==> src/rtl/timer_controller.sv <==
// Programmable down-counting timer for the KGP-RISC core: CTRL/LOAD/PRESCALE/STATUS
// registers, prescaled countdown, one-shot or periodic expiry with tick and interrupt.
module timer_controller #(
    parameter int CW = 32,
    parameter int PW = 16
) (
    input  logic          clk,
    input  logic          reset,
    input  logic          wr_en,
    input  logic [1:0]    addr,
    input  logic [31:0]   wdata,
    output logic [31:0]   rdata,
    output logic [CW-1:0] count,
    output logic          tick,
    output logic          irq,
    output logic          busy
);

    typedef enum logic [1:0] {
        ST_IDLE = 2'd0,
        ST_RUN  = 2'd1,
        ST_HALT = 2'd2
    } state_t;

    localparam logic [1:0] A_CTRL   = 2'd0;
    localparam logic [1:0] A_LOAD   = 2'd1;
    localparam logic [1:0] A_PSC    = 2'd2;
    localparam logic [1:0] A_STATUS = 2'd3;

    state_t        state_r, state_nx_s;
    logic [3:0]    ctrl_r, ctrl_nx_s;
    logic [CW-1:0] load_r, count_r, count_nx_s;
    logic [PW-1:0] psc_r, psc_cnt_r, psc_cnt_nx_s;
    logic          expired_r, expired_nx_s;
    logic          overrun_r, overrun_nx_s;
    logic          tick_r, expiry_s;
    logic          ctrl_wr_s, load_wr_s, psc_wr_s, status_wr_s;

    assign ctrl_wr_s   = wr_en && (addr == A_CTRL);
    assign load_wr_s   = wr_en && (addr == A_LOAD);
    assign psc_wr_s    = wr_en && (addr == A_PSC);
    assign status_wr_s = wr_en && (addr == A_STATUS);

    // Next-state: control FSM, prescaler/counter sequencing and expiry detection
    always_comb begin
        state_nx_s   = state_r;
        count_nx_s   = count_r;
        psc_cnt_nx_s = psc_cnt_r;
        expiry_s     = 1'b0;
        ctrl_nx_s    = ctrl_wr_s ? wdata[3:0] : ctrl_r;
        case (state_r)
            ST_IDLE: begin
                if (ctrl_wr_s && wdata[0] && !ctrl_r[0]) begin
                    count_nx_s   = load_r;
                    psc_cnt_nx_s = psc_r;
                    state_nx_s   = wdata[3] ? ST_HALT : ST_RUN;
                end else begin
                    state_nx_s = ST_IDLE;
                end
            end
            ST_RUN: begin
                // A disable or pause write takes priority over any count step on the same edge
                if (ctrl_wr_s && !wdata[0]) begin
                    state_nx_s = ST_IDLE;
                end else if (ctrl_wr_s && wdata[3]) begin
                    state_nx_s = ST_HALT;
                end else if (psc_cnt_r != '0) begin
                    psc_cnt_nx_s = psc_cnt_r - PW'(1);
                end else begin
                    psc_cnt_nx_s = psc_r;
                    if (count_r != '0) begin
                        count_nx_s = count_r - CW'(1);
                    end else begin
                        expiry_s = 1'b1;
                        if (ctrl_r[1]) begin
                            count_nx_s = load_r;
                        end else begin
                            ctrl_nx_s[0] = 1'b0;
                            state_nx_s   = ST_IDLE;
                        end
                    end
                end
            end
            ST_HALT: begin
                if (ctrl_wr_s && !wdata[0]) begin
                    state_nx_s = ST_IDLE;
                end else if (ctrl_wr_s && !wdata[3]) begin
                    state_nx_s = ST_RUN;
                end else begin
                    state_nx_s = ST_HALT;
                end
            end
            default: begin
                state_nx_s = ST_IDLE;
            end
        endcase
    end

    // Sticky status: a set on expiry beats a simultaneous write-1-to-clear
    always_comb begin
        expired_nx_s = expired_r;
        overrun_nx_s = overrun_r;
        if (expiry_s) begin
            expired_nx_s = 1'b1;
        end else if (status_wr_s && wdata[0]) begin
            expired_nx_s = 1'b0;
        end else begin
            expired_nx_s = expired_r;
        end
        if (expiry_s && expired_r) begin
            overrun_nx_s = 1'b1;
        end else if (status_wr_s && wdata[2]) begin
            overrun_nx_s = 1'b0;
        end else begin
            overrun_nx_s = overrun_r;
        end
    end

    // State and register file update
    always_ff @(posedge clk or negedge reset) begin
        if (!reset) begin
            state_r   <= ST_IDLE;
            ctrl_r    <= 4'd0;
            load_r    <= '0;
            psc_r     <= '0;
            count_r   <= '0;
            psc_cnt_r <= '0;
            expired_r <= 1'b0;
            overrun_r <= 1'b0;
            tick_r    <= 1'b0;
        end else begin
            state_r   <= state_nx_s;
            ctrl_r    <= ctrl_nx_s;
            load_r    <= load_wr_s ? wdata[CW-1:0] : load_r;
            psc_r     <= psc_wr_s ? wdata[PW-1:0] : psc_r;
            count_r   <= count_nx_s;
            psc_cnt_r <= psc_cnt_nx_s;
            expired_r <= expired_nx_s;
            overrun_r <= overrun_nx_s;
            tick_r    <= expiry_s;
        end
    end

    // Register read mux
    always_comb begin
        rdata = 32'd0;
        case (addr)
            A_CTRL:   rdata = {28'd0, ctrl_r};
            A_LOAD:   rdata = 32'(load_r);
            A_PSC:    rdata = 32'(psc_r);
            A_STATUS: rdata = {29'd0, overrun_r, (state_r == ST_RUN), expired_r};
            default:  rdata = 32'd0;
        endcase
    end

    assign count = count_r;
    assign tick  = tick_r;
    assign busy  = (state_r == ST_RUN);
    assign irq   = expired_r & ctrl_r[2];

endmodule

==> config.mk <==
export PLATFORM = sky130hd
export DESIGN_NAME = timer_controller
export DESIGN_NICKNAME = d
export VERILOG_FILES = /design/src/rtl/timer_controller.sv
export SDC_FILE = /design/constraint.sdc
export NUM_CORES = 1
export LEC_CHECK = 0
export ABC_AREA = 1
export BUFFER_PORTS_ARGS = -buffer_cell sky130_fd_sc_hd__buf_2
export CORE_MARGIN = 1
export CORE_UTILIZATION = 53
export DETAILED_ROUTE_END_ITERATION = 10
export PLACE_DENSITY = 0.81
export SKIP_LAST_GASP = 1
export SLEW_MARGIN = 10
export SYNTH_ARGS = -nofsm -noshare
export SYNTH_HDL_FRONTEND = slang
export SYNTH_SLANG_ARGS = --single-unit
==> constraint.sdc <==
create_clock -name clk -period 5.1 [get_ports clk]
set_input_delay 0.255 -clock clk [delete_from_list [all_inputs] [get_ports clk]]
set_output_delay 0.255 -clock clk [all_outputs]
set_load 0.01 [all_outputs]
==> impl_results.md <==
* RSZ-0062 raised after global routing: false
* Drt wl/cell at 14.62 µm
* Worst-skew pair later-pin latency at 0.36 ns
* Pre-antenna DRT Iters at 5
* Final TNS setup at 0 ns
* Number of setup buffers added after CTS at 0
* Crit path max fanout at 33
* Clock transition at path regs at 0.07 ns
* Leakage at 3.820 nW
* Cell Rows at 39
* R2R cell count at 11
* Final Slew Violations at 0
* Mapped Area at 6175 µm²
* Status: completed
* Top cells by area, synth: dfrtp_1 43%, nand2_1 18%, nor2_1 7.6%
* Wire length after detailed routing at 16590 µm
* Arrival @ worst endpoint at 3.05 ns
* Die ar. at 12090 µm²
* Remaining Overflow, GRT at 0
* DRT iter0 DRCs at 721
* Total GRT Usage at 29.46%
* Largest net degree at the start of global routing at 69
* Setup Skew at 0.008050 ns
* Setup violation total in the final timing report at 0
* Routability-driven placement congestion ratio at 0.9648
* Core footprint at 11370 µm²
* Cell taking the most area after synthesis: dfrtp_1
* Startpoint types: register
* Final worst path period share at 54.99%
* Worst VDD drop at 287.4 µV
* CP Class: register to register
* HPWL Detailed at 12040 µm
* Reg2Reg Setup Slack at 2.30 ns
* Number of buffers added on ports at 103
* Htree depth at 3
* Worst Tran Pin Value at 1.058 ns
* Cts hold-fix bufs at 0
* Syn_nets at 940
* Req. time, crit path at 5.35 ns
* CTS sink count at 105
* Slew HR at 29.28%
* Total power draw at 3.602 mW
* CTS tree: built
* Initial antenna violation count at 0
* Horiz. Die Dim at 109.9 µm
* Maxcap violations at 0
* CTS root buf: clkbuf_16
* Clock buffer depth at 2
* Vias post-DR at 6060
* Gate Count Post-Synth at 899
* Worst R2R Start: psc_cnt_r[0]
* First-pass GRT wire length at 27110 µm
* Starting Density at 54.31%
* Num CTS Buffers at 9
* Post-synth top area share at 42.55%
* DRC viols at 0
* Post-synthesis cell type count at 37
* I/O Pins at 104
* CP Capture Type: register
* Fill count at 1075
* # diodes at 0
* Post-Syn Area per Cell at 6.868 µm²
* Final min period at 2.804 ns
* Most frequent cells in the layout: 288 x nand2_1, 124 x nor2_1, 119 x inv_1
* Most common cell after layout, fill and taps aside: nand2_1
* Layout cells sized above 1 at 13.51%
* PwrDens at 510.4 nW/µm²
* CTS resizes at 0
* Fin worst setup slack at 2.296 ns
* Die Y at 109.9 µm
* Placement Setup Slack at 2.355 ns
* Fmax achieved at 356.6 MHz
* Ys Warns at 0
* Sequential element share of the synthesized area at 42.55%
* Final hold violation count at 0
* RR Endpoint: count[12]
* Number of global-route vias before repair at 5593
* Class of the worst hold path: primary input to async pin
* Final nets at 1030
* Syn-to-layout area delta at 14.29%
* Yosys reg bits at 105
* Via density at 5.339
* Detail Route Antenna Nets at 0
[Yosys cell counts, drive strengths merged]
master and number:
a21oi 24, inv 122, a21o 1, ha 4
o221ai 2, o2111ai 1, a22oi 1, o21ai 58
nand4 10, dfrtp 105, nor2 133, o21bai 2
xnor2 4, o22ai 9, o31ai 1, nand3 67
a31oi 1, buf 14, nand3b 3, a221oi 1
o211ai 9, xor2 17, clkbuf 11, clkinv 1
nand2 292, and2 1, nor3 5
[sequential cells by signal, summed over array words and instances (netlist names)]
| signal | count |
|---|---|
| state_r | 2 |
| load_r | 32 |
| psc_r | 16 |
| psc_cnt_r | 16 |
| ctrl_r | 4 |
| tick | 1 |
| expired_r | 1 |
| count | 32 |
| overrun_r | 1 |
[routing by layer]
metal / vias to the layer above / part of all wire [%] / wire [µm] / track usage [%]
met3: 29 / 6.9 / 1146 / 6.046
met4: 0 / 2.0 / 338 / 9.524
met2: 228 / 44 / 7374 / 43.71
met1: 2811 / 47 / 7729 / 42.80
li1: 2992 / - / - / -
met5: - / 0 / 0 / 0
[area by class of cell]
type                    instances  area (µm²)  area share (%)
well taps                     143       178.9           2.535
repair buffers                104       525.5           7.447
clock buffers                  11       232.7           3.298
inverters                     123       461.7           6.543
clock inverters                 3       67.56          0.9574
multi-input cells             646        2963           41.99
flip-flops and latches        105        2628           37.23
[report_power, final]
part / internal [mW] / leakage (nW) / switching [mW]
clock network: 0.425 / 0.142 / 0.302
registers: 1.08 / 1.28 / 0.298
logic: 0.538 / 2.39 / 0.959
total: 2.04 / 3.82 / 1.56
[logic make-up (layout without fill, tap and decap cells)]
group,after synthesis,after routing,synth area share (%)
AOI/OAI and AO/OA,110,110,10.11
xor gates and xnor gates,21,21,2.979
adders and majority gates,4,4,0.8106
DFF,105,105,42.55
and+or+nand+nor,511,511,33.92
buffers and inverters,148,241,9.625
[worst max-delay path by stage]
stage	slack [ns]	startpoint	endpoint
2_1_floorplan	3.38	count[0]	count[28]
3_5_place_dp	2.35	psc_cnt_r[0]	count[24]
4_1_cts	2.34	psc_cnt_r[0]	count[17]
3_3_place_gp	2.45	addr[1]	count[15]
5_1_grt	2.08	psc_cnt_r[0]	count[26]
6_report	2.30	psc_cnt_r[0]	count[12]
[metrics by stage]
step	utilization, %	cells	hold WS (ns)	instance area (µm²)
5_1_grt	62.07	1135	0.07109	7057
2_1_floorplan	-	899	-0.04059	6175
4_1_cts	62.02	1135	0.03564	7052
3_5_place_dp	59.38	1121	0.4146	6751
3_3_place_gp	59.38	1121	0.4115	6751
6_report	62.07	1135	0.0006044	7057
[worst max-delay path, stage by stage, from the launching register on]
cell and delay [ns]:
dfrtp_1 0.35, inv_1 0.12, ha_1 0.20, nand2_1 0.07, nor2_1 0.10, nand2_1 0.09
nand2_2 0.17, nand2_4 0.14, a21oi_4 0.70, inv_2 0.48, nand2_1 0.18, nand2_1 0.07
No activity file was read; power rests on OpenSTA's default activity.
